**config.mk**
```make
export PLATFORM = sky130hd
export DESIGN_NAME = mem_arbiter
export DESIGN_NICKNAME = d
export VERILOG_FILES = /design/src/rtl/mem_arbiter.sv
export SDC_FILE = /design/constraint.sdc
export NUM_CORES = 1
export LEC_CHECK = 0
export ABC_AREA = 1
export CAP_MARGIN = 10
export CORE_AREA = 3 3 116 118
export DETAILED_ROUTE_END_ITERATION = 7
export DIE_AREA = 0 0 119 121
export DONT_BUFFER_PORTS = 1
export GPL_ROUTABILITY_DRIVEN = 0
export MAX_ROUTING_LAYER = met4
export SLEW_MARGIN = 20
export SYNTH_ARGS = -nofsm -noshare
export SYNTH_HDL_FRONTEND = slang
export SYNTH_SLANG_ARGS = --single-unit
export TNS_END_PERCENT = 5
```
**constraint.sdc**
```tcl
create_clock -name clkcpu -period 1.7 [get_ports clkcpu]
set_input_delay 0.255 -clock clkcpu [delete_from_list [all_inputs] [get_ports clkcpu]]
set_output_delay 0.255 -clock clkcpu [all_outputs]
set_load 0.05 [all_outputs]
```
**src/rtl/mem_arbiter.sv**
```systemverilog
// Two-master Wishbone arbiter for the shared memory port: master 0 (MEMC) has fixed
// priority, master 1 is protected by a starvation counter, and a watchdog turns a hung slave into an error.
module mem_arbiter #(
    parameter int MAX_WAIT = 64,
    parameter int TIMEOUT  = 255
) (
    input  logic        clkcpu,
    input  logic        rst_i,
    input  logic        m0_cyc_i,
    input  logic        m0_stb_i,
    input  logic        m0_we_i,
    input  logic [23:2] m0_adr_i,
    input  logic [3:0]  m0_sel_i,
    input  logic [2:0]  m0_cti_i,
    input  logic [31:0] m0_dat_i,
    output logic        m0_ack_o,
    output logic        m0_err_o,
    output logic [31:0] m0_rdat_o,
    input  logic        m1_cyc_i,
    input  logic        m1_stb_i,
    input  logic        m1_we_i,
    input  logic [23:2] m1_adr_i,
    input  logic [3:0]  m1_sel_i,
    input  logic [2:0]  m1_cti_i,
    input  logic [31:0] m1_dat_i,
    output logic        m1_ack_o,
    output logic        m1_err_o,
    output logic [31:0] m1_rdat_o,
    output logic        s_cyc_o,
    output logic        s_stb_o,
    output logic        s_we_o,
    output logic [23:2] s_adr_o,
    output logic [3:0]  s_sel_o,
    output logic [2:0]  s_cti_o,
    output logic [31:0] s_dat_o,
    input  logic        s_ack_i,
    input  logic [31:0] s_dat_i,
    output logic [1:0]  gnt_o
);

    typedef enum logic [1:0] {IDLE = 2'd0, GNT0 = 2'd1, GNT1 = 2'd2, ERR = 2'd3} state_t;

    localparam logic [7:0] MAX_WAIT_C = 8'(MAX_WAIT);
    localparam logic [7:0] TO_LAST_C  = 8'(TIMEOUT - 1);

    state_t     state_r, state_s;
    logic [7:0] wait_cnt_r, wait_cnt_s;
    logic [7:0] to_cnt_r, to_cnt_s;
    logic [1:0] err_r, err_s;
    logic [1:0] gnt_r;
    logic       err_sel_r, err_sel_s;
    logic       own_cyc_s, own_stb_s, timeout_s;

    function automatic logic [1:0] gnt_of(input state_t st);
        case (st)
            GNT0:    gnt_of = 2'b01;
            GNT1:    gnt_of = 2'b10;
            default: gnt_of = 2'b00;
        endcase
    endfunction

    // Owner handshake and slave-side mux; IDLE and ERR park the slave at all-zero
    always_comb begin
        own_cyc_s = 1'b0;
        own_stb_s = 1'b0;
        s_cyc_o   = 1'b0;
        s_stb_o   = 1'b0;
        s_we_o    = 1'b0;
        s_adr_o   = 22'd0;
        s_sel_o   = 4'd0;
        s_cti_o   = 3'd0;
        s_dat_o   = 32'd0;
        case (state_r)
            GNT0: begin
                own_cyc_s = m0_cyc_i;
                own_stb_s = m0_stb_i;
                s_cyc_o   = m0_cyc_i;
                s_stb_o   = m0_stb_i;
                s_we_o    = m0_we_i;
                s_adr_o   = m0_adr_i;
                s_sel_o   = m0_sel_i;
                s_cti_o   = m0_cti_i;
                s_dat_o   = m0_dat_i;
            end
            GNT1: begin
                own_cyc_s = m1_cyc_i;
                own_stb_s = m1_stb_i;
                s_cyc_o   = m1_cyc_i;
                s_stb_o   = m1_stb_i;
                s_we_o    = m1_we_i;
                s_adr_o   = m1_adr_i;
                s_sel_o   = m1_sel_i;
                s_cti_o   = m1_cti_i;
                s_dat_o   = m1_dat_i;
            end
            default: begin
                own_cyc_s = 1'b0;
            end
        endcase
    end

    // An ack in the last watchdog cycle wins over the timeout
    assign timeout_s = own_stb_s & ~s_ack_i & (to_cnt_r == TO_LAST_C);

    // Arbitration, watchdog and starvation-counter next values
    always_comb begin
        state_s    = state_r;
        err_s      = 2'b00;
        err_sel_s  = err_sel_r;
        to_cnt_s   = 8'd0;
        wait_cnt_s = wait_cnt_r;
        case (state_r)
            IDLE: begin
                if (m1_cyc_i && (wait_cnt_r >= MAX_WAIT_C)) begin
                    state_s = GNT1;
                end else if (m0_cyc_i) begin
                    state_s = GNT0;
                end else if (m1_cyc_i) begin
                    state_s = GNT1;
                end else begin
                    state_s = IDLE;
                end
            end
            GNT0, GNT1: begin
                if (!own_cyc_s) begin
                    state_s = IDLE;
                end else if (timeout_s) begin
                    state_s   = ERR;
                    err_s     = (state_r == GNT0) ? 2'b01 : 2'b10;
                    err_sel_s = (state_r == GNT1);
                end else begin
                    state_s = state_r;
                end
            end
            ERR: begin
                if (err_sel_r ? !m1_cyc_i : !m0_cyc_i) begin
                    state_s = IDLE;
                end else begin
                    state_s = ERR;
                end
            end
            default: begin
                state_s = IDLE;
            end
        endcase

        if ((state_s == state_r) && own_stb_s && !s_ack_i) begin
            to_cnt_s = to_cnt_r + 8'd1;
        end else begin
            to_cnt_s = 8'd0;
        end

        if (!m1_cyc_i) begin
            wait_cnt_s = 8'd0;
        end else if ((state_s == GNT1) && (state_r != GNT1)) begin
            wait_cnt_s = 8'd0;
        end else if ((state_r != GNT1) && (wait_cnt_r != 8'd255)) begin
            wait_cnt_s = wait_cnt_r + 8'd1;
        end else begin
            wait_cnt_s = wait_cnt_r;
        end
    end

    // State, counters, error pulse and grant registers
    always_ff @(posedge clkcpu) begin
        if (rst_i) begin
            state_r    <= IDLE;
            wait_cnt_r <= 8'd0;
            to_cnt_r   <= 8'd0;
            err_r      <= 2'b00;
            err_sel_r  <= 1'b0;
            gnt_r      <= 2'b00;
        end else begin
            state_r    <= state_s;
            wait_cnt_r <= wait_cnt_s;
            to_cnt_r   <= to_cnt_s;
            err_r      <= err_s;
            err_sel_r  <= err_sel_s;
            gnt_r      <= gnt_of(state_s);
        end
    end

    assign m0_ack_o  = (state_r == GNT0) & s_ack_i;
    assign m1_ack_o  = (state_r == GNT1) & s_ack_i;
    assign m0_err_o  = err_r[0];
    assign m1_err_o  = err_r[1];
    assign m0_rdat_o = s_dat_i;
    assign m1_rdat_o = s_dat_i;
    assign gnt_o     = gnt_r;

endmodule

```
==> metrics.txt <==
# TYPE chip_impl_metric gauge
chip_impl_info{name="status",value="finished with violations"} 1
chip_impl_info{name="failed_checks",value="setup timing"} 1
chip_impl_metric{name="cap_violations",unit=""} 0
chip_impl_metric{name="multiInputGateArea",unit="um2"} 2280
chip_impl_info{name="clk_root_buffer_cell",value="clkbuf_16"} 1
chip_impl_metric{name="htree_num_levels",unit=""} 1
chip_impl_metric{name="drt-initial-drc-count",unit=""} 96
chip_impl_metric{name="final.fill_count",unit=""} 1217
chip_impl_metric{name="fin_crit_sh",unit="%"} 112
chip_impl_metric{name="fp-row-count",unit=""} 41
chip_impl_info{name="top_library_cells_by_usage_in_the_layout_fill_and_taps_aside",value="141 x nand2_1, 75 x buf_12, 61 x a21oi_4"} 1
chip_impl_metric{name="drt-total-wl",unit="um"} 10400
chip_impl_metric{name="portBuffers",unit=""} 0
chip_impl_metric{name="setup_ws",unit="ns"} -0.197
chip_impl_metric{name="grt_first_pass_wirelength",unit="um"} 15600
chip_impl_info{name="unrepaired_setup_endpoints_after_global_routing",value="yes"} 1
chip_impl_metric{name="max_freq",unit="GHz"} 0.527
chip_impl_metric{name="total_clock_buffers_created_by_cts",unit=""} 3
chip_impl_metric{name="clock_sink_count",unit=""} 23
chip_impl_metric{name="static-leakage-power",unit="nW"} 1.50
chip_impl_metric{name="post_synth.cell_area_avg",unit="um2"} 5.94
chip_impl_metric{name="layout.area.seq",unit="um2"} 468
chip_impl_metric{name="number_of_different_library_cells_in_the_post_synthesis_netlist",unit=""} 25
chip_impl_metric{name="viasPerCell",unit=""} 4.57
chip_impl_metric{name="design.portCount",unit=""} 297
chip_impl_metric{name="cp_max_fo",unit=""} 32
chip_impl_metric{name="finalMaxSlewViolations",unit=""} 0
chip_impl_metric{name="synth.cell_area",unit="um2"} 2650
chip_impl_metric{name="drt_pass1_iterations",unit=""} 5
chip_impl_metric{name="layout-drive-gt1-share",unit="%"} 44.9
chip_impl_info{name="synth_largest_area_cell",value="nand2_1"} 1
chip_impl_metric{name="clock_tree.buffer_depth",unit=""} 2
chip_impl_metric{name="layout_min_cycle_time",unit="ns"} 1.90
chip_impl_metric{name="grt.total_usage",unit="%"} 13.8
chip_impl_metric{name="worst_slew_pin_slew",unit="ns"} 0.490
chip_impl_metric{name="maxSlewHeadroom",unit="%"} 67.3
chip_impl_metric{name="clk-insertion-delay-late",unit="ns"} 0.25
chip_impl_metric{name="total_number_of_yosys_warnings",unit=""} 0
chip_impl_metric{name="setup_viol",unit=""} 67
chip_impl_metric{name="antenna_found_initial",unit=""} 0
chip_impl_metric{name="post_route_hold_slack",unit="ns"} 0.0655
chip_impl_info{name="timing.critical_path.cells",value="inv_6 -> ha_4 -> inv_6 -> buf_12 -> a21oi_4 -> buf_12"} 1
chip_impl_metric{name="drt_drc_violations_left",unit=""} 0
chip_impl_info{name="critPathCaptureType",value="primary output"} 1
chip_impl_metric{name="floorplan.initialDensity",unit="%"} 21.1
chip_impl_metric{name="peak_per_stage_delay_on_the_critical_path",unit="ns"} 0.39
chip_impl_info{name="layout.cells.most_common",value="nand2_1"} 1
chip_impl_metric{name="die_h",unit="um"} 121
chip_impl_info{name="timing.setup.critical_path_class",value="reg -> out"} 1
chip_impl_metric{name="wire_per_inst",unit="um"} 16.6
chip_impl_metric{name="synth-seq-cells",unit=""} 23
chip_impl_info{name="synthTopCellsByArea",value="nand2_1 21%, buf_4 18%, dfxtp_1 17%"} 1
chip_impl_info{name="min_path_type",value="in -> reg"} 1
chip_impl_metric{name="final_hold_violating_endpoints",unit=""} 0
chip_impl_metric{name="synth_sequential_area_ratio",unit="%"} 17.4
chip_impl_info{name="tritoncts",value="done"} 1
chip_impl_metric{name="via_count_of_the_first_global_routing_pass",unit=""} 2850
chip_impl_metric{name="power-per-cell-area",unit="nW/um2"} 957
chip_impl_info{name="critPathLaunchType",value="register"} 1
chip_impl_metric{name="grt_start_max_net_pins",unit=""} 36
chip_impl_info{name="cp_slowest_cell",value="dfxtp_4"} 1
chip_impl_metric{name="syn-instance-count",unit=""} 446
chip_impl_metric{name="postRouteAntennaNets",unit=""} 0
chip_impl_metric{name="yosysTopAreaCellShare",unit="%"} 21.2
chip_impl_metric{name="fin_setup_tns",unit="ns"} -10.05
chip_impl_metric{name="die-width",unit="um"} 119
chip_impl_metric{name="layout.nets",unit=""} 625
chip_impl_metric{name="clk_pin_slew",unit="ns"} 0.05
chip_impl_metric{name="via_count",unit=""} 2863
chip_impl_metric{name="postSynthNetCount",unit=""} 616
chip_impl_metric{name="worst_case_vdd_ir_drop",unit="mV"} 0.654
chip_impl_metric{name="dieArea",unit="um2"} 14400
chip_impl_metric{name="worst-endpoint-arrival",unit="ns"} 1.64
chip_impl_metric{name="worst-endpoint-required",unit="ns"} 1.44
chip_impl_metric{name="insertedDiodeCount",unit=""} 0
chip_impl_metric{name="place_hpwl",unit="um"} 8300
chip_impl_metric{name="areaGrowthSynthToFinish",unit="%"} 81.8
chip_impl_metric{name="fin_skew",unit="ns"} 0.00678
chip_impl_metric{name="placeableCoreArea",unit="um2"} 12600
chip_impl_metric{name="overflow",unit=""} 0
-- routing by layer --
layer,GRT usage (%),share of wire [%]
met1,15.1,35
met2,26.0,56
met4,2.17,0.92
met3,3.03,7.8
met5,-,0
-- final timing paths --
check	start	end	slack (ns)	cells past startpoint
hold / removal	rst_i	state_r[0]$_SDFF_PP0_	0.07	1
setup reg to reg	state_r[0]$_SDFF_PP0_	to_cnt_r[7]$_SDFF_PP0_	-0.03	11
setup / recovery	state_r[0]$_SDFF_PP0_	s_dat_o[19]	-0.20	6
hold reg to reg	err_sel_r$_SDFFE_PP0P_	err_sel_r$_SDFFE_PP0P_	0.49	2
-- final cells by class --
cell class / count / area share (%)
Multi-Input combinational cell: 306 / 47.2
Timing Repair Buffer: 89 / 34.2
Sequential cell: 23 / 9.71
Tap cell: 172 / 4.46
Inverter: 32 / 2.80
Clock buffer: 4 / 1.64
-- per-stage QoR --
step | setup WS [ns] | instance area [um2] | std cells | power [mW] | util (%)
2_1_floorplan | 0.00618 | 3430 | 446 | 3.09 | -
3_3_place_gp | -0.0855 | 4530 | 617 | 3.81 | 36.1
3_5_place_dp | -0.145 | 4530 | 617 | 3.86 | 36.1
4_1_cts | -0.190 | 4790 | 626 | 4.63 | 38.1
5_1_grt | -0.231 | 4820 | 626 | 4.82 | 38.4
6_report | -0.197 | 4820 | 626 | 4.61 | 38.4
-- cells in the mapped netlist (all sizes together) --
library cell / number
clkbuf: 18
inv: 32
xnor2: 5
nand2: 160
dfxtp: 23
xor2: 7
o21ai: 4
nor2: 30
nand4: 2
a211oi: 1
ha: 7
nor3: 13
a21oi: 66
buf: 67
nand3: 10
or2: 1
-- state kept, by name, indices dropped and copies added (netlist names) --
register    count
state_r         2
to_cnt_r        8
err_r           2
err_sel_r       1
wait_cnt_r      8
gnt_o           2
-- power by group --
part	internal (mW)	switching, mW
Combinational	1.42	2.07
Clock	0.320	0.179
Sequential	0.566	0.0557
-- cell families (layout without fill, tap and decap cells) --
group,after synthesis,count (layout),share of synthesized area [%]
AOI/OAI and AO/OA,71,71,13.9
xor gates and xnor gates,12,12,3.96
adders and majority gates,7,7,3.30
buffers and inverters,117,125,25.6
DFF,23,23,17.4
and+or+nand+nor,216,216,35.8
-- timing repair --
action                     in CTS  in global routing
setup buffers                   4                  0
pin swaps                       2                  9
gates cloned                    1                  0
setup endpoints to repair      84                 84
hold buffers                    0                  0
resized for setup              25                 13
-- worst max-delay path: cells and delay by family (launching register included) --
kind / cells / cell delay (ns)
fa+ha+maj: 1 / 0.28
buf+inv: 4 / 0.45
compound gates: 1 / 0.22
flops: 1 / 0.39
(Power assumes the default switching activity.)
